### src/rtl/sdram_arbiter.sv
// sdram_arbiter: four-requester SDRAM access arbiter with ageing, DMA masking and a start-of-access watchdog
module sdram_arbiter #(
  parameter int AGE_MAX  = 8,
  parameter int WDOG_MAX = 15
) (
  input  logic       clk_sys,
  input  logic       nRESET,
  input  logic [3:0] req_sig,
  input  logic       dma_mode,
  input  logic       sdram_ready,
  output logic       SDRAM_RD_PULSE,
  output logic       SDRAM_WR_PULSE,
  output logic       SDRAM_RD_TYPE,
  output logic [3:0] grant,
  output logic [3:0] done,
  output logic [3:0] pending,
  output logic [3:0] overflow,
  output logic       wdog_err
);
  typedef enum logic [1:0] {IDLE, ISSUE, WAIT_LOW, WAIT_HIGH} state_t;
  state_t state_q, state_d;
  logic [3:0] prev_q, pending_q, pending_d, grant_q, grant_d, ovf_q, ovf_d;
  logic [3:0] wdog_q, wdog_d;
  logic [3:0] age_q [4];
  logic [3:0] age_d [4];
  logic       wderr_q, wderr_d, rdtype_q, rdtype_d;
  logic [3:0] edge_s, cand, aged, pool, win, accept;
  logic       fin;
  always_comb begin
    edge_s = req_sig & ~prev_q;
    cand   = pending_q & (dma_mode ? 4'b0110 : 4'b1111);
    aged   = '0;
    for (int i = 0; i < 4; i++) aged[i] = cand[i] && age_q[i] == 4'(AGE_MAX);
    pool = |aged ? aged : cand;
    // base order CROM > SROM > CD_WR > M68K
    win  = (state_q == IDLE && sdram_ready) ?
           (pool[1] ? 4'b0010 : pool[2] ? 4'b0100 : pool[0] ? 4'b0001 : pool[3] ? 4'b1000 : 4'b0000) : 4'b0000;
    fin  = sdram_ready && (state_q == WAIT_HIGH || (state_q == WAIT_LOW && wdog_q == 4'(WDOG_MAX)));
    done = fin ? grant_q : 4'b0000;
    // the owner finishing this cycle may re-request; the one being selected may not
    accept    = edge_s & ~(pending_q | (fin ? 4'b0000 : grant_q) | win);
    pending_d = (pending_q & ~win) | accept;
    ovf_d     = ovf_q | (edge_s & ~accept);
    for (int i = 0; i < 4; i++)
      age_d[i] = (win[i] || !pending_q[i]) ? 4'd0 :
                 (cand[i] && |win && age_q[i] != 4'(AGE_MAX)) ? age_q[i] + 4'd1 : age_q[i];
    state_d  = state_q;
    grant_d  = grant_q;
    wdog_d   = wdog_q;
    wderr_d  = wderr_q;
    rdtype_d = rdtype_q;
    unique case (state_q)
      IDLE: if (|win) begin
        state_d  = ISSUE;
        grant_d  = win;
        rdtype_d = win[0] ? rdtype_q : win[1];
      end
      ISSUE: begin
        state_d = WAIT_LOW;
        wdog_d  = 4'd0;
      end
      WAIT_LOW: if (!sdram_ready) state_d = WAIT_HIGH;
        else if (fin) begin
          state_d = IDLE;
          grant_d = 4'd0;
          wderr_d = 1'b1;
        end else wdog_d = wdog_q + 4'd1;
      WAIT_HIGH: if (fin) begin
        state_d = IDLE;
        grant_d = 4'd0;
      end
      default: state_d = IDLE;
    endcase
  end
  always_ff @(posedge clk_sys) begin
    if (!nRESET) begin
      state_q   <= IDLE;
      prev_q    <= 4'b1111;
      pending_q <= '0;
      grant_q   <= '0;
      ovf_q     <= '0;
      wdog_q    <= '0;
      wderr_q   <= 1'b0;
      rdtype_q  <= 1'b0;
      for (int i = 0; i < 4; i++) age_q[i] <= '0;
    end else begin
      state_q   <= state_d;
      prev_q    <= req_sig;
      pending_q <= pending_d;
      grant_q   <= grant_d;
      ovf_q     <= ovf_d;
      wdog_q    <= wdog_d;
      wderr_q   <= wderr_d;
      rdtype_q  <= rdtype_d;
      for (int i = 0; i < 4; i++) age_q[i] <= age_d[i];
    end
  end
  assign SDRAM_RD_PULSE = state_q == ISSUE && !grant_q[0];
  assign SDRAM_WR_PULSE = state_q == ISSUE && grant_q[0];
  assign SDRAM_RD_TYPE  = rdtype_q;
  assign grant          = grant_q;
  assign pending        = pending_q;
  assign overflow       = ovf_q;
  assign wdog_err       = wderr_q;
endmodule

### config.mk
export PLATFORM = sky130hd
export DESIGN_NAME = sdram_arbiter
export DESIGN_NICKNAME = d
export VERILOG_FILES = /design/src/rtl/sdram_arbiter.sv
export SDC_FILE = /design/constraint.sdc
export NUM_CORES = 1
export LEC_CHECK = 0
export BUFFER_PORTS_ARGS = -buffer_cell sky130_fd_sc_hd__buf_2
export CAP_MARGIN = 20
export CORE_AREA = 5 5 72 74
export CTS_CLUSTER_SIZE = 25
export DETAILED_ROUTE_END_ITERATION = 10
export DIE_AREA = 0 0 77 79
export GPL_TIMING_DRIVEN = 0
export PLACE_DENSITY = 0.71
export REMOVE_ABC_BUFFERS = 1
export SLEW_MARGIN = 10
export SYNTH_ARGS = -nofsm -noshare
export SYNTH_HDL_FRONTEND = slang
export SYNTH_SLANG_ARGS = --single-unit
### constraint.sdc
create_clock -name clk_sys -period 5.2 [get_ports clk_sys]
set_clock_uncertainty 0.15 [all_clocks]
set_input_delay 0.52 -clock clk_sys [delete_from_list [all_inputs] [get_ports clk_sys]]
set_output_delay 0.52 -clock clk_sys [all_outputs]
set_load 0.1 [all_outputs]
# After elaboration in Yosys (flattened, before gate mapping)
# Memories as Yosys holds them, arrays and structs flattened.
# Cells that the tools add are included.
# classes
addsub	5
eq_ne	15
mux	33
n_bitwise	18
n_reduce_logical	36
# ops
cell	count
two-way mux 4 bit	25
adder 4 x 1 -> 4 bit, second input constant	5
bitwise AND 4 bit	5
equality test 4 bit, second input constant	5
logical AND 1 bit	17
!= test 4 bit, second input constant	4
NOT 4 bit	4
OR 4 bit	4
one-hot mux 4 bit (3 select lines)	1
AND reduction 3 bit	4
one-hot mux 2 bit (4 select lines)	1
one-hot mux 4 bit (2 select lines)	1
OR reduction 4 bit	2
two-way mux 2 bit	3
logical NOT 1 bit	5
logical OR 1 bit	5
equality test 2 bit, second input constant	2
!= test 2 bit, second input constant	2
OR 1 bit	4
nonzero test 3 bit	1
equality test 2 x 1 -> 1 bit, second input constant	1
logical NOT 2 bit	1
two-way mux 1 bit	2
!= test 2 x 1 -> 1 bit, second input constant	1
2 further kinds	2
# word_totals
reg_bits	24
ram_bits	16
input_bits	8
output_inout_bits	20
elab_cells	116
memories	1
# memory_table
name	words	word_bits	rd	rd_clocked_by_memory_dff	write_ports	line	source
age_q	4	4	4	0	4	24	logic [3:0] age_q [4];

# Logic depth before layout (Yosys ltp)
# logic_depth
word_depth	16
ltp_mapped	8

# Least setup slack after synthesis
# OpenSTA, ideal clock, no wires.
# synth_path
path_type	register -> output
start	register grant_q[0] (netlist: grant[0])
end	output SDRAM_WR_PULSE
arrival_time_ns	2.415
t_required_ns	4.530
path_slack_ns	2.115
stages_incl_launch_ff	3
cell_sequence	dfxtp_1 inv_1 nor2_1
# synth_via
elab_chain_cells	1
# synth_lines
item	line	source
from (decl)	22	logic [3:0] prev_q, pending_q, pending_d, grant_q, grant_d, ovf_q, ovf_d;
from (signal assigned)	90	grant_q <= grant_d;
logical AND 1 bit	99	assign SDRAM_WR_PULSE = state_q == ISSUE && grant_q[0];
to (decl)	12	output logic SDRAM_WR_PULSE,
# Every way passes these cells.

# Worst setup path after layout
# layout_path
start	register wdog_q[0]
end	output done[0]
# layout_via
elab_chain_cells	5
# layout_lines
item	line	source
from (decl)	23	logic [3:0] wdog_q, wdog_d;
from (signal assigned)	92	wdog_q <= wdog_d;
equality test 4 bit	38	fin = sdram_ready && (state_q == WAIT_HIGH || (state_q == WAIT_LOW && wdog_q == 4'(WDOG_MAX)));
logical AND 1 bit	38	
logical OR 1 bit	38	
logical AND 1 bit	38	
two-way mux 4 bit	39	done = fin ? grant_q : 4'b0000;
to (decl)	15	output logic [3:0] done,
# Every way passes these cells.

==> flow_metrics.py <==
metrics = {
    "synthesis": {
        "synth_top_family_by_area": "simple AND/OR/NAND/NOR gates",
        "synth_compound_area_share_pct": 16.54,
        "synth_area_leaders": "dfxtp_1 40%, ha_1 5.7%, nor2_1 5.7%",
        "synth_top_area_cell": "dfxtp_1",
        "yosys.area_share.xor_xnor_pct": 3.977,
        "ys_types": 44,
        "synth.most_common_cell": "dfxtp_1",
        "async_reset_ff_share_pct": 0,
        "syn_area_mm2": 0.001982,
        "synthAdderAreaFrac_pct": 5.682,
        "synth_edf_count": 0,
        "syn_inst": 225,
        "ys_seq_area_share_pct": 40.40,
        "synthTopCellsByCount": "40 x dfxtp_1, 30 x nor2_1, 22 x nand2_1",
        "yosysTopAreaCellShare_pct": 40.40,
        "yosys_warnings": 0,
        "synth_simple_gate_area_share_pct": 29.55,
        "ys_ff_latch": 40,
        "ys.flop_type": "dfxtp_1",
        "synth.area.mux_share_pct": 1.010,
        "avgSynthCellArea_um2": 8.808,
    },
    "status": {
        "status": "complete, no violations",
    },
    "routing": {
        "drt_first_iter_violations": 65,
        "num_vias": 1696,
        "wl_met1_mm": 1.967,
        "drc": 0,
        "viasPerCell": 5.453,
        "wl_met2_mm": 1.872,
        "drt-total-wl_mm": 4.080,
        "wl_per_cell_um": 13.12,
        "ant_nets": 0,
        "first_pass_iters": 4,
        "wl_met3_um": 163,
        "routed.top_layer": "met4",
    },
    "global_route": {
        "grt_pass1_wl_mm": 7.127,
        "grtUsageTotal_pct": 14.31,
        "overflow": 0,
        "antenna_found_initial": 0,
        "grt_max_degree": 25,
        "grt_pass1_vias": 1599,
    },
    "die": {
        "dieArea_mm2": 0.006083,
        "core_area_mm2": 0.004536,
        "start_util_pct": 43.70,
        "die_h_um": 79,
        "die_w_um": 77,
        "pin_count": 28,
        "rows": 25,
    },
    "placement": {
        "dp_worst_setup_slack_ns": 2.885,
        "routabilityCongestion": 0.7897,
        "post_dp_cell_area_mm2": 0.002173,
        "port_buffers": 27,
        "dp_hpwl_mm": 3.096,
        "dp.cells": 303,
    },
    "clock_network": {
        "postCtsHoldBufs": 0,
        "cts-resized-gates": 0,
        "cts.clk_slew.worst_paths_ns": 0.08,
        "cts_setup_buffers": 0,
        "clk_latency_ns": 0.30,
        "cts_tree": "built",
        "cts_sinks": 40,
        "ctsHtreeMaxLevel": 2,
        "cts_made_buffers": 5,
        "cts_root_buffer": "clkbuf_8",
        "cts_max_path_buffers": 2,
    },
    "final_layout": {
        "finalInstanceArea_mm2": 0.002271,
        "post-route-util_pct": 50.07,
        "multi_input_area_mm2": 0.001125,
        "nNetsFinal": 273,
        "fillers": 442,
        "area_growth_pct": 14.58,
        "regArea_um2": 800.8,
        "fin_cells": 311,
        "layout-drive-gt1-share_pct": 19.84,
        "antennaDiodeCount": 0,
    },
    "sta": {
        "finalSetupTns_ns": 0,
        "fin_crit_ns": 2.650,
        "rsz0062_at_grt": "no",
        "finalCritPeriodShare_pct": 50.96,
        "slew_headroom_pct": 67.52,
        "finalSetupViolCount": 0,
        "hold_violations": 0,
        "fin_ws_ns": 2.550,
        "tightest_slew_ns": 0.4906,
        "fmax_mhz": 377.4,
        "maxSlewViolCount": 0,
    },
    "power_and_ir_drop": {
        "peakVddDrop_v": 0.0001717,
        "leakagePower_nw": 0.9431,
        "p_per_area_mw_per_mm2": 272.9,
    },
    "setup_path": {
        "end_kind": "primary output",
        "critPathKind": "reg2out",
        "crit_fanout": 8,
        "start_kind": "register",
        "required_ns": 4.53,
        "crit_arrival_ns": 1.98,
    },
    "hold_path": {
        "hold_path.class": "in2reg",
    },
    "run": {
        "maxCapViolations": 0,
    },
}
where the power goes:
group	leakage, nW	switching, mW	total, mW	internal [mW]
clock network	0.0434	0.112	0.219	0.107
registers	0.324	0.00836	0.322	0.313
logic	0.575	0.0606	0.0789	0.0184
placed cells by master, fill, tap and decap left out, types with 6 or more instances in the layout:
cell type	netlist	routed
inv_1	12	12
dfxtp_1	40	40
nand2b_1	6	6
clkbuf_8	0	6
a21oi_1	14	14
ha_1	9	9
buf_2	0	27
nor2_1	30	30
nand2_1	22	22
nand3_1	12	12
critical path, cell delays in order, from the launching register on:
cell	delay [ns]
dfxtp_1	0.39
ha_1	0.20
a31oi_1	0.13
or2_2	0.40
nor2_1	0.12
buf_2	0.43
cells by family after synthesis:
group | count (synthesis)
and+or+nand+nor | 108
adders and majority gates | 9
DFF | 40
xor gates and xnor gates | 9
AOI/OAI and AO/OA | 42
muxes | 2
buffers and inverters | 15
worst paths after layout:
path	from	slack, ns	to	cells after the start
max reg2reg	age_q[3][0]$_SDFFE_PP0P_	3.06	age_q[2][0]$_SDFFE_PP0P_	8
min reg2reg	overflow[0]$_SDFF_PN0_	0.32	overflow[0]$_SDFF_PN0_	1
min	req_sig[0]	0.27	prev_q[0]$_SDFF_PN1_	2
max	wdog_q[0]$_SDFFE_PN0P_	2.55	done[0]	5
routing by layer:
layer  vias to the layer above  track usage (%)
met3                         8            3.855
met1                       799            18.31
met5                         -                0
li1                        852                -
met2                        37            23.17
met4                         0            5.155
area by class of cell:
type                       instances  area share (%)
sequential                        40           35.26
multi-input combinational        170           49.53
clock buffer                       6           3.636
tap                               54           2.975
timing repair buffer              27           5.950
inverter                          12           1.983
clock inverter                     2          0.6612
state kept, by name, indices dropped and copies added (netlist names):
register and cells:
grant 4, wdog_err 1, SDRAM_RD_TYPE 1, pending 4, wdog_q 4, prev_q 4, state_q 2, overflow 4
age_q 16
metrics by stage:
stage	hold WS [ns]	power, mW
floorplan	0.3030	0.3884
global placement	0.2915	0.4071
CTS	0.2648	0.6254
finish	0.2708	0.6197
detailed placement	0.3001	0.4078
global route	0.2779	0.6465
(Power assumes the default switching activity.)
